## src/rtl/forwarding_scoreboard.sv

```systemverilog
// EX-stage operand forwarding with load-use stall detection and hold buffering.
// A stall watchdog and a saturating stall-cycle counter run alongside it.
module forwarding_scoreboard #(
    parameter int DW        = 32,
    parameter int NRD       = 2,
    parameter int NSRC      = 2,
    parameter int MAX_STALL = 15,
    parameter int CNTW      = 16
) (
    input  logic                CLK,
    input  logic                RST,
    input  logic                ex_valid,
    input  logic [NRD*5-1:0]    ex_src,
    input  logic                ex_advance,
    input  logic                flush,
    input  logic [NSRC-1:0]     prod_wen,
    input  logic [NSRC*5-1:0]   prod_dest,
    input  logic [NSRC-1:0]     prod_ready,
    input  logic [NSRC*DW-1:0]  prod_data,
    output logic [NRD-1:0]      fwd_sel,
    output logic [NRD*DW-1:0]   fwd_data,
    output logic                stall,
    output logic                err_timeout,
    output logic [CNTW-1:0]     stall_cnt
);

    localparam int RW = $clog2(MAX_STALL + 1);
    localparam logic [RW-1:0] MAX_C = RW'(MAX_STALL);
    localparam logic [RW-1:0] ONE_C = RW'(1);

    typedef enum logic [1:0] {S_RUN, S_STALL, S_ERR} state_t;

    state_t                state_q;
    logic [RW-1:0]         run_q;
    logic                  err_q;
    logic [CNTW-1:0]       cnt_q, cnt_d;
    logic [NRD-1:0]        hold_v_q;
    logic [NRD-1:0][4:0]   hold_tag_q;
    logic [NRD-1:0][DW-1:0] hold_data_q;
    logic [NRD-1:0]        hazard;
    logic [NRD-1:0]        prod_fwd;

    // Per port: scan from youngest producer; the first match decides, even if unready.
    always_comb begin : fwd_comb
        logic       found;
        logic [4:0] src;
        found    = 1'b0;
        src      = '0;
        fwd_sel  = '0;
        fwd_data = '0;
        hazard   = '0;
        prod_fwd = '0;
        if (ex_valid) begin
            for (int p = 0; p < NRD; p++) begin
                src   = ex_src[p*5 +: 5];
                found = 1'b0;
                for (int s = 0; s < NSRC; s++) begin
                    if (!found && prod_wen[s] && (prod_dest[s*5 +: 5] != 5'd0) &&
                        (prod_dest[s*5 +: 5] == src)) begin
                        found = 1'b1;
                        if (prod_ready[s]) begin
                            fwd_sel[p]            = 1'b1;
                            fwd_data[p*DW +: DW]  = prod_data[s*DW +: DW];
                            prod_fwd[p]           = 1'b1;
                        end else begin
                            hazard[p] = 1'b1;
                        end
                    end
                end
                if (!found && hold_v_q[p] && (hold_tag_q[p] == src)) begin
                    fwd_sel[p]           = 1'b1;
                    fwd_data[p*DW +: DW] = hold_data_q[p];
                end
            end
        end
    end

    assign stall       = |hazard;
    assign err_timeout = err_q;
    assign stall_cnt   = cnt_q;
    assign cnt_d       = (stall && (cnt_q != '1)) ? cnt_q + 1'b1 : cnt_q;

    always_ff @(posedge CLK) begin
        if (RST) begin
            hold_v_q <= '0;
        end else if (flush || ex_advance) begin
            hold_v_q <= '0;
        end else if (ex_valid) begin
            for (int p = 0; p < NRD; p++) begin
                if (prod_fwd[p]) hold_v_q[p] <= 1'b1;
            end
        end
    end

    // Captured values are refreshed every frozen cycle so a producer leaving the pipe is not lost.
    always_ff @(posedge CLK) begin
        for (int p = 0; p < NRD; p++) begin
            if (ex_valid && !ex_advance && !flush && prod_fwd[p]) begin
                hold_tag_q[p]  <= ex_src[p*5 +: 5];
                hold_data_q[p] <= fwd_data[p*DW +: DW];
            end
        end
    end

    always_ff @(posedge CLK) begin
        if (RST) begin
            state_q <= S_RUN;
            run_q   <= '0;
            err_q   <= 1'b0;
            cnt_q   <= '0;
        end else begin
            cnt_q <= cnt_d;
            case (state_q)
                S_RUN: begin
                    if (stall) begin
                        run_q <= ONE_C;
                        if (ONE_C >= MAX_C) begin
                            err_q   <= 1'b1;
                            state_q <= S_ERR;
                        end else begin
                            state_q <= S_STALL;
                        end
                    end
                end
                S_STALL: begin
                    if (!stall) begin
                        run_q   <= '0;
                        state_q <= S_RUN;
                    end else begin
                        run_q <= run_q + 1'b1;
                        if ((run_q + 1'b1) >= MAX_C) begin
                            err_q   <= 1'b1;
                            state_q <= S_ERR;
                        end
                    end
                end
                default: begin
                    err_q   <= 1'b1;
                    state_q <= S_ERR;
                end
            endcase
        end
    end

endmodule

```

## config.mk

```make
export PLATFORM = sky130hd
export DESIGN_NAME = forwarding_scoreboard
export DESIGN_NICKNAME = d
export VERILOG_FILES = /design/src/rtl/forwarding_scoreboard.sv
export SDC_FILE = /design/constraint.sdc
export NUM_CORES = 1
export LEC_CHECK = 0
export CAP_MARGIN = 25
export CELL_PAD_IN_SITES_DETAIL_PLACEMENT = 1
export CELL_PAD_IN_SITES_GLOBAL_PLACEMENT = 1
export CORE_UTILIZATION = 35
export DETAILED_ROUTE_END_ITERATION = 7
export PLACE_DENSITY = 0.87
export REMOVE_ABC_BUFFERS = 1
export SETUP_SLACK_MARGIN = 0.5
export SYNTH_ARGS = -nofsm -noshare
export SYNTH_HDL_FRONTEND = slang
export SYNTH_SLANG_ARGS = --single-unit
```

## constraint.sdc

```tcl
create_clock -name CLK -period 5.5 [get_ports CLK]
set_input_delay 0.55 -clock CLK [delete_from_list [all_inputs] [get_ports CLK]]
set_output_delay 0.55 -clock CLK [all_outputs]
set_load 0.01 [all_outputs]
```

* Yosys cells after proc, flatten, opt, wreduce, memory -nomap -nowiden *
Index checks and enable logic that the tools add are counted.
W data, S select, Z words.

operators by class
  add/subtract/negate cells = 2
  order comparisons = 1
  equality and inequality tests = 12
  multiplexer cells = 47
  bitwise operators = 1
  reductions and logical operators = 36

operator list
  operator                 number
  $mux W32                 9
  $mux W64                 1
  $eq A5 B5 Y1             6
  $mux W1                  26
  $logic_and A1 B1 Y1      18
  $add A16 B1 Y16 const B  1
  $ne A16 B16 Y1 const B   1
  $mux W2                  6
  $reduce_bool A5 Y1       2
  $mux W4                  2
  $pmux W4 S2              1
  $reduce_and A2 Y1        4
  $logic_not A1 Y1         6
  $ne A2 B2 Y1 const B     3
  $add A4 B1 Y4 const B    1
  $ge A4 B4 Y1 const B     1
  $pmux W2 S2              1
  $reduce_or A2 Y1         2
  $ne A3 B3 Y1 const B     1
  $reduce_and A3 Y1        1
  $eq A2 B1 Y1 const B     1
  $logic_not A2 Y1         1
  $pmux W1 S2              1
  $reduce_bool A2 Y1       1
  2 further kinds          2

word-level totals
  bits in registers = 99
  input port bits = 93
  output and inout bits = 84
  logic and storage cells = 109

* Depth between registers and ports, before layout *
  word-level depth = 16
  depth in mapped cells = 10
  depth with buffers taken out = 8

* Worst setup path before layout *
Ideal clock, no wire load.

  kind = input-to-reg
  start point = input port prod_dest[1]
  end point = register hold_data_q[0] (netlist bit) (enable)
  library setup time = 431 ps
  data arrival time = 3,545 ps
  path slack = 1,524 ps
  cell stages on the path = 7
  path buffers = 1
  cells stage by stage = or4_4 -> o21ai_2 -> and3b_1 -> buf_2 -> nor2_1 -> a21oi_1 -> nor2_1

between the ends
  cells in the longest elaborated chain, start to end = 12
  elaborated cells on any way between the ends = 15
  those cells by class = eq/ne (1); mux (6); reduce/logical (8)

RTL lines
  element                           RTL line  source
  start, declared                   17        input logic [NSRC*5-1:0] prod_dest,
  $reduce_bool A5 Y1                58        if (!found && prod_wen[s] && (prod_dest[s*5 +: 5] != 5'd0) &&
  $logic_and A1 B1 Y1               58
  $logic_and A1 B1 Y1 (*)           58
  $mux W1                           58
  $mux W1                           53        if (ex_valid) begin
  $logic_not A1 Y1                  58
  $logic_and A1 B1 Y1 (3 in a row)  58
  $mux W1 (*)                       58
  $mux W2 (*)                       53
  $logic_and A1 B1 Y1 (*)           98        if (ex_valid && !ex_advance && !flush && prod_fwd[p]) begin
  end signal, assigned by index     100       hold_data_q[p] <= fwd_data[p*DW +: DW];
  end, declared                     39        logic [NRD-1:0][DW-1:0] hold_data_q;

Every way passes the cells marked *; elsewhere a longest branch is shown, timed or not. The select of a mux whose other input is x is not followed.
A chain may end at the register's enable or synchronous reset.

* Worst setup path in the final report *
  start point = input port prod_dest[1]
  end point = output port fwd_data[4]

between the ends
  cells in the longest elaborated chain, start to end = 16
  elaborated cells on any way between the ends = 20
  those cells by class = eq/ne (1); mux (9); reduce/logical (10)

RTL lines
  element                           RTL line  source
  $reduce_bool A5 Y1                58
  $logic_and A1 B1 Y1               58
  $logic_and A1 B1 Y1 (*)           58
  $mux W1                           58
  $mux W1                           53
  $logic_not A1 Y1                  58
  $logic_and A1 B1 Y1 (3 in a row)  58
  $mux W1                           58
  $mux W1                           53
  $logic_not A1 Y1                  70        if (!found && hold_v_q[p] && (hold_tag_q[p] == src)) begin
  $logic_and A1 B1 Y1 (2 in a row)  70
  $mux W32 (*)                      70
  $mux W64 (*)                      53
  end, declared                     21        output logic [NRD*DW-1:0] fwd_data,

Marks and branches as above.

==> impl_metrics.json <==
{
  "arrival_ns": 4.27,
  "fin_crit_sh_pct": 87.6,
  "synth_flop_cell": "edfxtp_1",
  "place_ws_ns": 0.692,
  "holdPathStages": 2,
  "hold_buffers": 0,
  "htreeDepth": 3,
  "numPortBuffers": 176,
  "io_pins": 177,
  "status": "finished, violations left",
  "cp_max_fo": 25,
  "numCtsBuffers": 9,
  "max_freq_mhz": 207,
  "critPathCaptureType": "primary output",
  "ys_ff_latch": 99,
  "gr-total-overflow": 0,
  "die_y_um": 125,
  "first_pass_iters": 7,
  "drtIter0Drc": 464,
  "avgSynthCellArea_sq_um": 10.2,
  "antenna_found_initial": 1,
  "grt_pass1_wl_um": 29700,
  "rr_startpoint": "stall_cnt[3]$_SDFFE_PP0P_",
  "core-area_sq_mm": 0.0147,
  "dr_total_vias": 5110,
  "drive_gt1_share_pct": 6.85,
  "synthCells": 524,
  "via_per_inst": 5.87,
  "post_drt_wl_per_cell_um": 21.5,
  "clock_sinks": 99,
  "core.rowCount": 44,
  "maxCapViolations": 0,
  "final_common_cell": "clkdlybuf4s50_1",
  "finClkSkew_ns": 0.00838,
  "slew_violations": 0,
  "n_fill_cell": 1619,
  "min_period_ns": 4.82,
  "clock_path_buffers": 2,
  "slew_headroom_pct": 28.8,
  "hp-start": "err_timeout$_SDFFE_PP0P_",
  "worstMarginPinSlew_ns": 1.07,
  "tns_ns": 0,
  "gp_congestion": 0.827,
  "cts-root-buf": "clkbuf_16",
  "ir_drop_mv": 0.138,
  "grt_pass1_vias": 5487,
  "die-area_sq_mm": 0.0157,
  "r2r_slack_ns": 3.13,
  "clk_pin_slew_ns": 0.07,
  "syn_area_sq_mm": 0.00533,
  "worstSetupPathType": "in -> out",
  "layout_setup_ws_ns": 0.680,
  "r2r_cells": 8,
  "grt_max_degree": 59,
  "setup_violations": 0,
  "antenna_cells": 0,
  "min_to": "err_timeout$_SDFFE_PP0P_",
  "ys_seq_area_share_pct": 51.1,
  "initial_core_util_pct": 36.2,
  "ys_types": 42,
  "p_leak_nw": 2.19,
  "synth-edff-count": 74,
  "drc": 13,
  "clock_latency_ns": 0.35,
  "dp_hpwl_um": 13100,
  "regToRegEndpoint": "stall_cnt[9]$_SDFFE_PP0P_",
  "cts_tree": "done",
  "crit_required_ns": 4.95,
  "layout_common_cells": "175 x clkdlybuf4s50_1, 74 x edfxtp_1, 56 x a21oi_1",
  "rsz0062_at_grt": "no",
  "yosys_warnings": 0,
  "cp-start-kind": "primary input",
  "violations": "design-rule violations",
  "final_util_pct": 51.5,
  "p_per_area_mw_per_mm2": 207,
  "wirelength_um": 18700,
  "track_usage_pct": 24.0,
  "fp.dieW_um": 125,
  "holdCritPathClass": "reg -> reg",
  "nNetsFinal": 777,
  "async_reset_ff_share_pct": 0,
  "area_growth_pct": 42.2,
  "hold_viol": 0,
  "ant_nets": 0
}
## Yosys cell counts, types with 2 or more instances
master | instances | area share, %
a21oi_1 | 56 | 5.3
a222oi_1 | 20 | 3.8
a31oi_1 | 9 | 1.1
a32oi_1 | 38 | 6.2
and2_1 | 21 | 2.5
and3_1 | 3 | 0.35
and3b_1 | 4 | 0.66
buf_2 | 2 | 0.19
buf_6 | 2 | 0.42
clkbuf_1 | 38 | 2.7
dfxtp_1 | 25 | 9.4
edfxtp_1 | 74 | 42
ha_1 | 3 | 0.70
inv_1 | 9 | 0.63
mux2_2 | 6 | 1.3
nand2_1 | 54 | 3.8
nand3_1 | 26 | 2.4
nand3b_1 | 2 | 0.28
nand4_1 | 6 | 0.70
nor2_1 | 39 | 2.7
nor2b_1 | 6 | 0.70
nor3b_2 | 2 | 0.47
nor4_1 | 9 | 1.1
o21ai_0 | 3 | 0.28
o21bai_1 | 2 | 0.28
o31ai_1 | 7 | 0.99
o41ai_1 | 2 | 0.33
or4_1 | 12 | 1.7
xnor2_1 | 11 | 1.8
xor2_1 | 21 | 3.5
## cell families (layout without fill, tap and decap cells)
group | after synthesis | count (layout) | share of synthesized area (%)
compound gates | 143 | 143 | 19.5
xor+xnor | 32 | 32 | 5.26
fa+ha+maj | 3 | 3 | 0.705
buf+inv | 52 | 214 | 3.99
flops | 99 | 99 | 51.1
mux | 6 | 6 | 1.27
simple gates | 189 | 189 | 18.2
## critical path: stages
cell	delay, ns
clkdlybuf4s50_1	0.47
or4_4	0.59
o21ai_2	0.18
and3b_1	0.50
nor2_2	0.47
buf_4	0.40
a32oi_1	0.15
a21oi_1	0.35
clkdlybuf4s50_1	0.60
## layer usage
metal | vias to the layer above | track usage (%) | part of all wire (%)
met1 | 2536 | 29.6 | 41
met4 | 0 | 8.68 | 2.1
met5 | - | 0 | 0
met3 | 26 | 5.01 | 6.9
met2 | 204 | 41.6 | 50
li1 | 2344 | - | -
## layout make-up
type	count	area, sq um	share of cell area, %
clock buffer	9	225	2.97
timing repair buffer	188	1880	24.9
tap	184	230	3.04
sequential	99	2720	35.9
multi-input combinational	373	2430	32.1
clock inverter	7	42.5	0.562
inverter	10	37.5	0.496
## power breakdown
part	total (mW)	internal [mW]	switching, mW
sequential	0.797	0.795	0.00129
combinational	0.167	0.0872	0.0795
clock	0.601	0.306	0.295
## timing repair
| item | CTS | global route |
|---|---|---|
| gates resized for setup | 0 | 1 |
| endpoints found under the hold margin | 0 | 0 |
| buffers inserted | 0 | 0 |
| setup endpoints to repair | 0 | 1 |
## how the worst max path moves through the flow
stage | from | end | slack [ns] | cells past startpoint
2_1_floorplan | prod_dest[1] | hold_data_q[0]$_DFFE_PP_ | 0.52 | 6
3_3_place_gp | prod_dest[1] | fwd_data[36] | 0.86 | 9
3_5_place_dp | prod_dest[1] | fwd_data[36] | 0.69 | 9
4_1_cts | prod_dest[1] | fwd_data[36] | 0.65 | 9
5_1_grt | prod_dest[2] | fwd_data[15] | 0.54 | 9
6_report | prod_dest[1] | fwd_data[4] | 0.68 | 9
## flip-flops by register name, indices dropped and copies added, names as in the netlist
signal / cells
run_q: 4
state_q: 2
hold_tag_q: 10
hold_data_q: 64
hold_v_q: 2
stall_cnt: 16
err_timeout: 1
## through the flow
stage | total power, mW | cells | hold slack [ns] | instance area [sq um]
final | 1.56 | 870 | 0.453 | 7570
after global routing | 1.61 | 870 | 0.484 | 7570
after CTS | 1.57 | 869 | 0.460 | 7540
after detailed placement | 0.977 | 853 | 0.444 | 7270
after global placement | 0.969 | 852 | 0.437 | 7260
after floorplan | 0.859 | 482 | 0.463 | 5150
Power figures use the tool's default switching activity.
